===== src/rtl/seq_mult_pkg.sv =====
// Shared definitions for the shift-add sequential multiplier:
// FSM state encodings and the iteration counter width helper.
package seq_mult_pkg;

    typedef enum logic [1:0] {
        ST_IDLE = 2'd0,
        ST_CALC = 2'd1,
        ST_FIX  = 2'd2,
        ST_DONE = 2'd3
    } state_e;

    // The counter must be able to hold WIDTH itself, hence w+1.
    function automatic int cnt_width(input int w);
        return $clog2(w + 1);
    endfunction

endpackage


===== src/rtl/seq_mult_param_dp.sv =====
// Datapath for seq_mult_param: operand magnitudes, shift-add accumulation,
// final negation and the status flags the controlling FSM needs.
module seq_mult_param_dp
    import seq_mult_pkg::*;
#(
    parameter int WIDTH     = 8,
    parameter int SIGNED_EN = 1
) (
    input  logic                 clk,
    input  logic                 clr,
    input  logic                 load_i,
    input  logic                 step_i,
    input  logic                 add_i,
    input  logic                 fix_i,
    input  logic                 signed_mode_i,
    input  logic [WIDTH-1:0]     a_i,
    input  logic [WIDTH-1:0]     b_i,
    output logic                 zero_o,
    output logic                 lsb_b_o,
    output logic                 cnt_max_o,
    output logic                 neg_o,
    output logic [2*WIDTH-1:0]   prod_o,
    output logic [2*WIDTH-1:0]   prod_neg_o
);

    localparam int CW = cnt_width(WIDTH);

    logic [2*WIDTH-1:0] aReg_q, aReg_d;
    logic [WIDTH-1:0]   bReg_q, bReg_d;
    logic [2*WIDTH-1:0] pReg_q, pReg_d;
    logic [CW-1:0]      cnt_q, cnt_d;
    logic               neg_q, neg_d;

    logic               signedOp;
    logic [WIDTH-1:0]   aAbs;
    logic [WIDTH-1:0]   bAbs;

    // The most negative operand negates to itself, which read unsigned is its magnitude.
    assign signedOp = signed_mode_i && (SIGNED_EN != 0);
    assign aAbs     = (signedOp && a_i[WIDTH-1]) ? -a_i : a_i;
    assign bAbs     = (signedOp && b_i[WIDTH-1]) ? -b_i : b_i;

    always_comb begin
        aReg_d = aReg_q;
        bReg_d = bReg_q;
        pReg_d = pReg_q;
        cnt_d  = cnt_q;
        neg_d  = neg_q;
        if (load_i) begin
            aReg_d = {{WIDTH{1'b0}}, aAbs};
            bReg_d = bAbs;
            pReg_d = '0;
            cnt_d  = '0;
            neg_d  = signedOp && (a_i[WIDTH-1] ^ b_i[WIDTH-1]);
        end else if (step_i) begin
            if (add_i) begin
                pReg_d = pReg_q + aReg_q;
            end
            aReg_d = aReg_q << 1;
            bReg_d = bReg_q >> 1;
            cnt_d  = cnt_q + CW'(1);
        end else if (fix_i) begin
            pReg_d = -pReg_q;
        end
    end

    always_ff @(posedge clk or negedge clr) begin
        if (!clr) begin
            aReg_q <= '0;
            bReg_q <= '0;
            pReg_q <= '0;
            cnt_q  <= '0;
            neg_q  <= 1'b0;
        end else begin
            aReg_q <= aReg_d;
            bReg_q <= bReg_d;
            pReg_q <= pReg_d;
            cnt_q  <= cnt_d;
            neg_q  <= neg_d;
        end
    end

    assign zero_o     = (bReg_q == '0);
    assign lsb_b_o    = bReg_q[0];
    assign cnt_max_o  = (cnt_q == CW'(WIDTH));
    assign neg_o      = neg_q;
    assign prod_o     = pReg_q;
    assign prod_neg_o = -pReg_q;

endmodule


===== src/rtl/seq_mult_param.sv =====
// Parametrised shift-add sequential multiplier with optional signed mode,
// busy/done handshake and early exit once the remaining multiplier bits are zero.
module seq_mult_param
    import seq_mult_pkg::*;
#(
    parameter int WIDTH     = 8,
    parameter int SIGNED_EN = 1
) (
    input  logic                 clk,
    input  logic                 clr,
    input  logic                 go,
    input  logic                 signed_mode,
    input  logic [WIDTH-1:0]     a,
    input  logic [WIDTH-1:0]     b,
    output logic                 busy,
    output logic                 done,
    output logic [2*WIDTH-1:0]   p
);

    state_e             state_q;
    logic               busy_q;
    logic               done_q;
    logic [2*WIDTH-1:0] p_q;

    logic               zeroB;
    logic               lsbB;
    logic               cntMax;
    logic               negRes;
    logic [2*WIDTH-1:0] prod;
    logic [2*WIDTH-1:0] prodNeg;
    logic               calcEnd;
    logic               loadEn;
    logic               stepEn;
    logic               fixEn;

    assign calcEnd = zeroB || cntMax;
    assign loadEn  = (state_q == ST_IDLE) && go;
    assign stepEn  = (state_q == ST_CALC) && !calcEnd;
    assign fixEn   = (state_q == ST_FIX);

    seq_mult_param_dp #(
        .WIDTH     (WIDTH),
        .SIGNED_EN (SIGNED_EN)
    ) u_dp (
        .clk           (clk),
        .clr           (clr),
        .load_i        (loadEn),
        .step_i        (stepEn),
        .add_i         (stepEn && lsbB),
        .fix_i         (fixEn),
        .signed_mode_i (signed_mode),
        .a_i           (a),
        .b_i           (b),
        .zero_o        (zeroB),
        .lsb_b_o       (lsbB),
        .cnt_max_o     (cntMax),
        .neg_o         (negRes),
        .prod_o        (prod),
        .prod_neg_o    (prodNeg)
    );

    // The product register is loaded on the edge that enters DONE; coming from FIX
    // the datapath is negating on that same edge, so its negated view is captured.
    always_ff @(posedge clk or negedge clr) begin
        if (!clr) begin
            state_q <= ST_IDLE;
            busy_q  <= 1'b0;
            done_q  <= 1'b0;
            p_q     <= '0;
        end else begin
            case (state_q)
                ST_IDLE: begin
                    done_q <= 1'b0;
                    if (go) begin
                        state_q <= ST_CALC;
                        busy_q  <= 1'b1;
                    end
                end
                ST_CALC: begin
                    if (calcEnd) begin
                        if (negRes) begin
                            state_q <= ST_FIX;
                        end else begin
                            state_q <= ST_DONE;
                            busy_q  <= 1'b0;
                            done_q  <= 1'b1;
                            p_q     <= prod;
                        end
                    end
                end
                ST_FIX: begin
                    state_q <= ST_DONE;
                    busy_q  <= 1'b0;
                    done_q  <= 1'b1;
                    p_q     <= prodNeg;
                end
                default: begin
                    state_q <= ST_IDLE;
                    done_q  <= 1'b0;
                end
            endcase
        end
    end

    assign busy = busy_q;
    assign done = done_q;
    assign p    = p_q;

endmodule


===== config.mk =====
export PLATFORM = sky130hd
export DESIGN_NAME = seq_mult_param
export DESIGN_NICKNAME = d
export VERILOG_FILES = /design/src/rtl/seq_mult_pkg.sv /design/src/rtl/seq_mult_param_dp.sv /design/src/rtl/seq_mult_param.sv
export SDC_FILE = /design/constraint.sdc
export NUM_CORES = 1
export LEC_CHECK = 0
export CAP_MARGIN = 20
export CORE_MARGIN = 3
export CORE_UTILIZATION = 58
export DETAILED_ROUTE_END_ITERATION = 10
export PLACE_DENSITY = 0.8
export SETUP_SLACK_MARGIN = 0.02
export SYNTH_ARGS = -nofsm -noshare
export SYNTH_HDL_FRONTEND = slang
export SYNTH_SLANG_ARGS = --single-unit
export TNS_END_PERCENT = 30

===== constraint.sdc =====
create_clock -name clk -period 2.65 [get_ports clk]
set_input_delay 0.3975 -clock clk [delete_from_list [all_inputs] [get_ports clk]]
set_output_delay 0.3975 -clock clk [all_outputs]
set_load 0.03 [all_outputs]

==> flow_summary.yaml <==
run_status:
  status: "finished, final reports clean"
die:
  floorplan.rows: 30
  pin_count: 38
  die_h_um: 91.8
  die_w_um: 91.8
  coreArea_um2: 6980
  start_util: 0.612
  die_area_um2: 8430
power_and_ir_drop:
  peakVddDrop_mv: 0.617
  p_clk_frac: 0.127
  p_per_area_nw_per_um2: 1360
  sequentialPowerShare: 0.283
  leakage_nw: 2.18
  comb_power_share: 0.590
  intPower_mw: 3.50
  swShare: 0.478
  p_switching_mw: 3.21
clock_tree:
  cts_htree_levels: 3
  clk_root_buffer_cell: "clkbuf_8"
  clk_latency_ns: 0.36
  cts_tree: "yes"
  cts.sinks: 65
  cts-buffers-inserted: 9
  cts_resized: 0
  clockBufferDepth: 2
  ctsHoldBuffers: 0
  cts_setup_buffers: 0
  clkTransAtPathRegs_ns: 0.08
placement:
  dpl.cell_count: 630
  place_congestion: 0.905
  port_buffers: 37
  dp_hpwl_mm: 7.18
  dpl_worst_slack_ns: 0.369
synth:
  syn_inst: 509
  synth_top_area_frac: 0.381
  syn_nets: 554
  yosysMostFrequentCell: "nand2_1"
  yosysUniqueCellTypes: 47
  yosys-top-cells-area: "dfrtp_1 (38%), nand2_1 (8.8%), ha_1 (7.0%)"
  synth_common_cells: "nand2_1 (100), dfrtp_1 (65), o21ai_0 (52)"
  seq_area_frac_synth: 0.381
  syn_avg_cell_area_um2: 8.39
  yosysWarnings: 0
  async_flop_share: 1.00
  yosys_register_bits: 65
  synth_area_um2: 4270
  synth_edf_count: 0
  synthFlopType: "dfrtp_1"
  synth_top_area_cell: "dfrtp_1"
sta:
  worst_pin_slew_ns: 0.765
  slew_headroom: 0.490
  tns_ns: 0
  finClkSkew_ns: 0.0127
  max_freq_mhz: 431
  hold_violations: 0
  finalSetupViolations: 0
  finalMaxSlewViolations: 0
  rsz0062_at_grt: "no"
  whs_ns: 0.0531
  period_minus_slack_ns: 2.32
  setup_ws_ns: 0.332
  fin_crit_sh: 0.875
setup_path:
  r2r-start: "u_dp.prod_o[1]"
  critical_path_required_ns: 2.88
  regToRegEndpoint: "u_dp.prod_o[12]"
  critPathLaunch: "u_dp.prod_o[1]"
  path_max_fanout: 6
  critPathLaunchType: "flip-flop"
  critPathSlowestCell: "dfrtp_1"
  criticalPathCategory: "flip-flop to flip-flop"
  end_kind: "flip-flop"
  ff2ff_setup_slack_ns: 0.33
  max_stage_delay_ns: 0.42
  timing.critical_path.to: "u_dp.prod_o[12]"
  worst_ep_arrival_time_ns: 2.55
  r2r.worst_path.cells: 8
  cp_cell_sequence: "inv_1 > ha_1 > nor4b_1 > nand3_1 > or3_1 > nor3b_1 > a21oi_1 > o21ai_0"
routing:
  drt_iter0_drc: 220
  dr_wl_met2_mm: 4.46
  first_pass_iters: 4
  detail-route-antenna-nets: 0
  wl_met1_mm: 4.36
  vias: 3736
  drt-total-wl_mm: 9.54
  wl_met3_um: 507
  wl_per_cell_um: 14.8
  via_per_inst: 5.78
  dr.max_layer_used: "met4"
  drc_errors: 0
global_route:
  grt_use_total: 0.244
  antenna_found_initial: 0
  grt_max_degree: 34
  grt_pass1_vias: 3607
  grt_pass1_wl_mm: 16.7
  grt_overflow_total: 0
min_path:
  hp-class: "input port to async pin"
cells_and_area:
  final_cells: 646
  n_antenna_cell: 0
  area_growth_pct: 15.3
  fin_util: 0.705
  fin_nets: 590
  drive_above_1_share: 0.0618
job:
  max_cap_violations: 0
critical path: cells and delay by family (launching register included):
family / cells / cell delay, ns
adders and majority gates: 1 / 0.27
and+or+nand+nor: 4 / 1.14
DFF: 1 / 0.42
buffers and inverters: 1 / 0.13
AOI/OAI and AO/OA: 2 / 0.23
cells in the final DEF (no fill, tap or decap), drive strengths merged, types with 14 or more instances in the layout:
cell type	instances
nand2	100
inv	18
a21oi	39
dfrtp	65
clkdlybuf4s50	36
a31oi	14
xnor2	16
ha	24
o21ai	54
xor2	25
nor2	32
routing by layer:
layer	GRT usage	up-vias
met5	0	-
met4	0.0941	0
met3	0.0394	20
met2	0.395	112
met1	0.329	1747
li1	-	1857
power by group through the flow:
stage | clock network [mW] | registers, mW | logic, mW
floorplan | 0 | 2.01 | 2.79
global placement | 0 | 1.87 | 3.79
detailed placement | 0 | 1.91 | 3.93
CTS | 0.862 | 1.89 | 3.96
global route | 0.912 | 1.96 | 4.46
finish | 0.852 | 1.90 | 3.96
worst min-delay path by stage:
| stage | slack, ns | start | to | depth (start not counted) |
|---|---|---|---|---|
| 2_1_floorplan | 0.10 | clr | busy | 0 |
| 3_3_place_gp | 0.46 | clr | state_q[0] | 1 |
| 3_5_place_dp | 0.46 | clr | state_q[0] | 1 |
| 4_1_cts | 0.07 | clr | state_q[0] | 1 |
| 5_1_grt | 0.11 | clr | state_q[0] | 1 |
| 6_report | 0.05 | clr | state_q[0] | 1 |
cells by family after synthesis:
group                    share of synthesized area
AO/OA/AOI/OAI                                0.194
XOR/XNOR                                    0.0841
adder cells (fa/ha/maj)                     0.0750
buffers and inverters                       0.0387
flip-flops                                   0.381
multiplexers                                0.0214
AND/OR/NAND/NOR                              0.206
layout make-up:
class	count	area [µm²]
multi-input cells	405	2480
repair buffers	46	433
inverters	18	67.6
clock buffers	10	128
fillers	571	2060
flip-flops and latches	65	1630
well taps	96	120
clock inverters	6	68.8
sequential cells by signal (all words and copies together), names as in the netlist:
| register | flops |
|---|---|
| u_dp.prod_o | 16 |
| u_dp.cnt_q | 4 |
| u_dp.aReg_q | 16 |
| done | 1 |
| u_dp.bReg_q | 8 |
| busy | 1 |
| state_q | 2 |
| p | 16 |
| u_dp.neg_o | 1 |
metrics by stage:
| step | cell area, µm² | power (mW) |
|---|---|---|
| floorplan | 4270 | 4.80 |
| global placement | 4730 | 5.66 |
| detailed placement | 4730 | 5.83 |
| CTS | 4920 | 6.71 |
| global route | 4920 | 7.33 |
| finish | 4920 | 6.71 |
(Power assumes the default switching activity.)
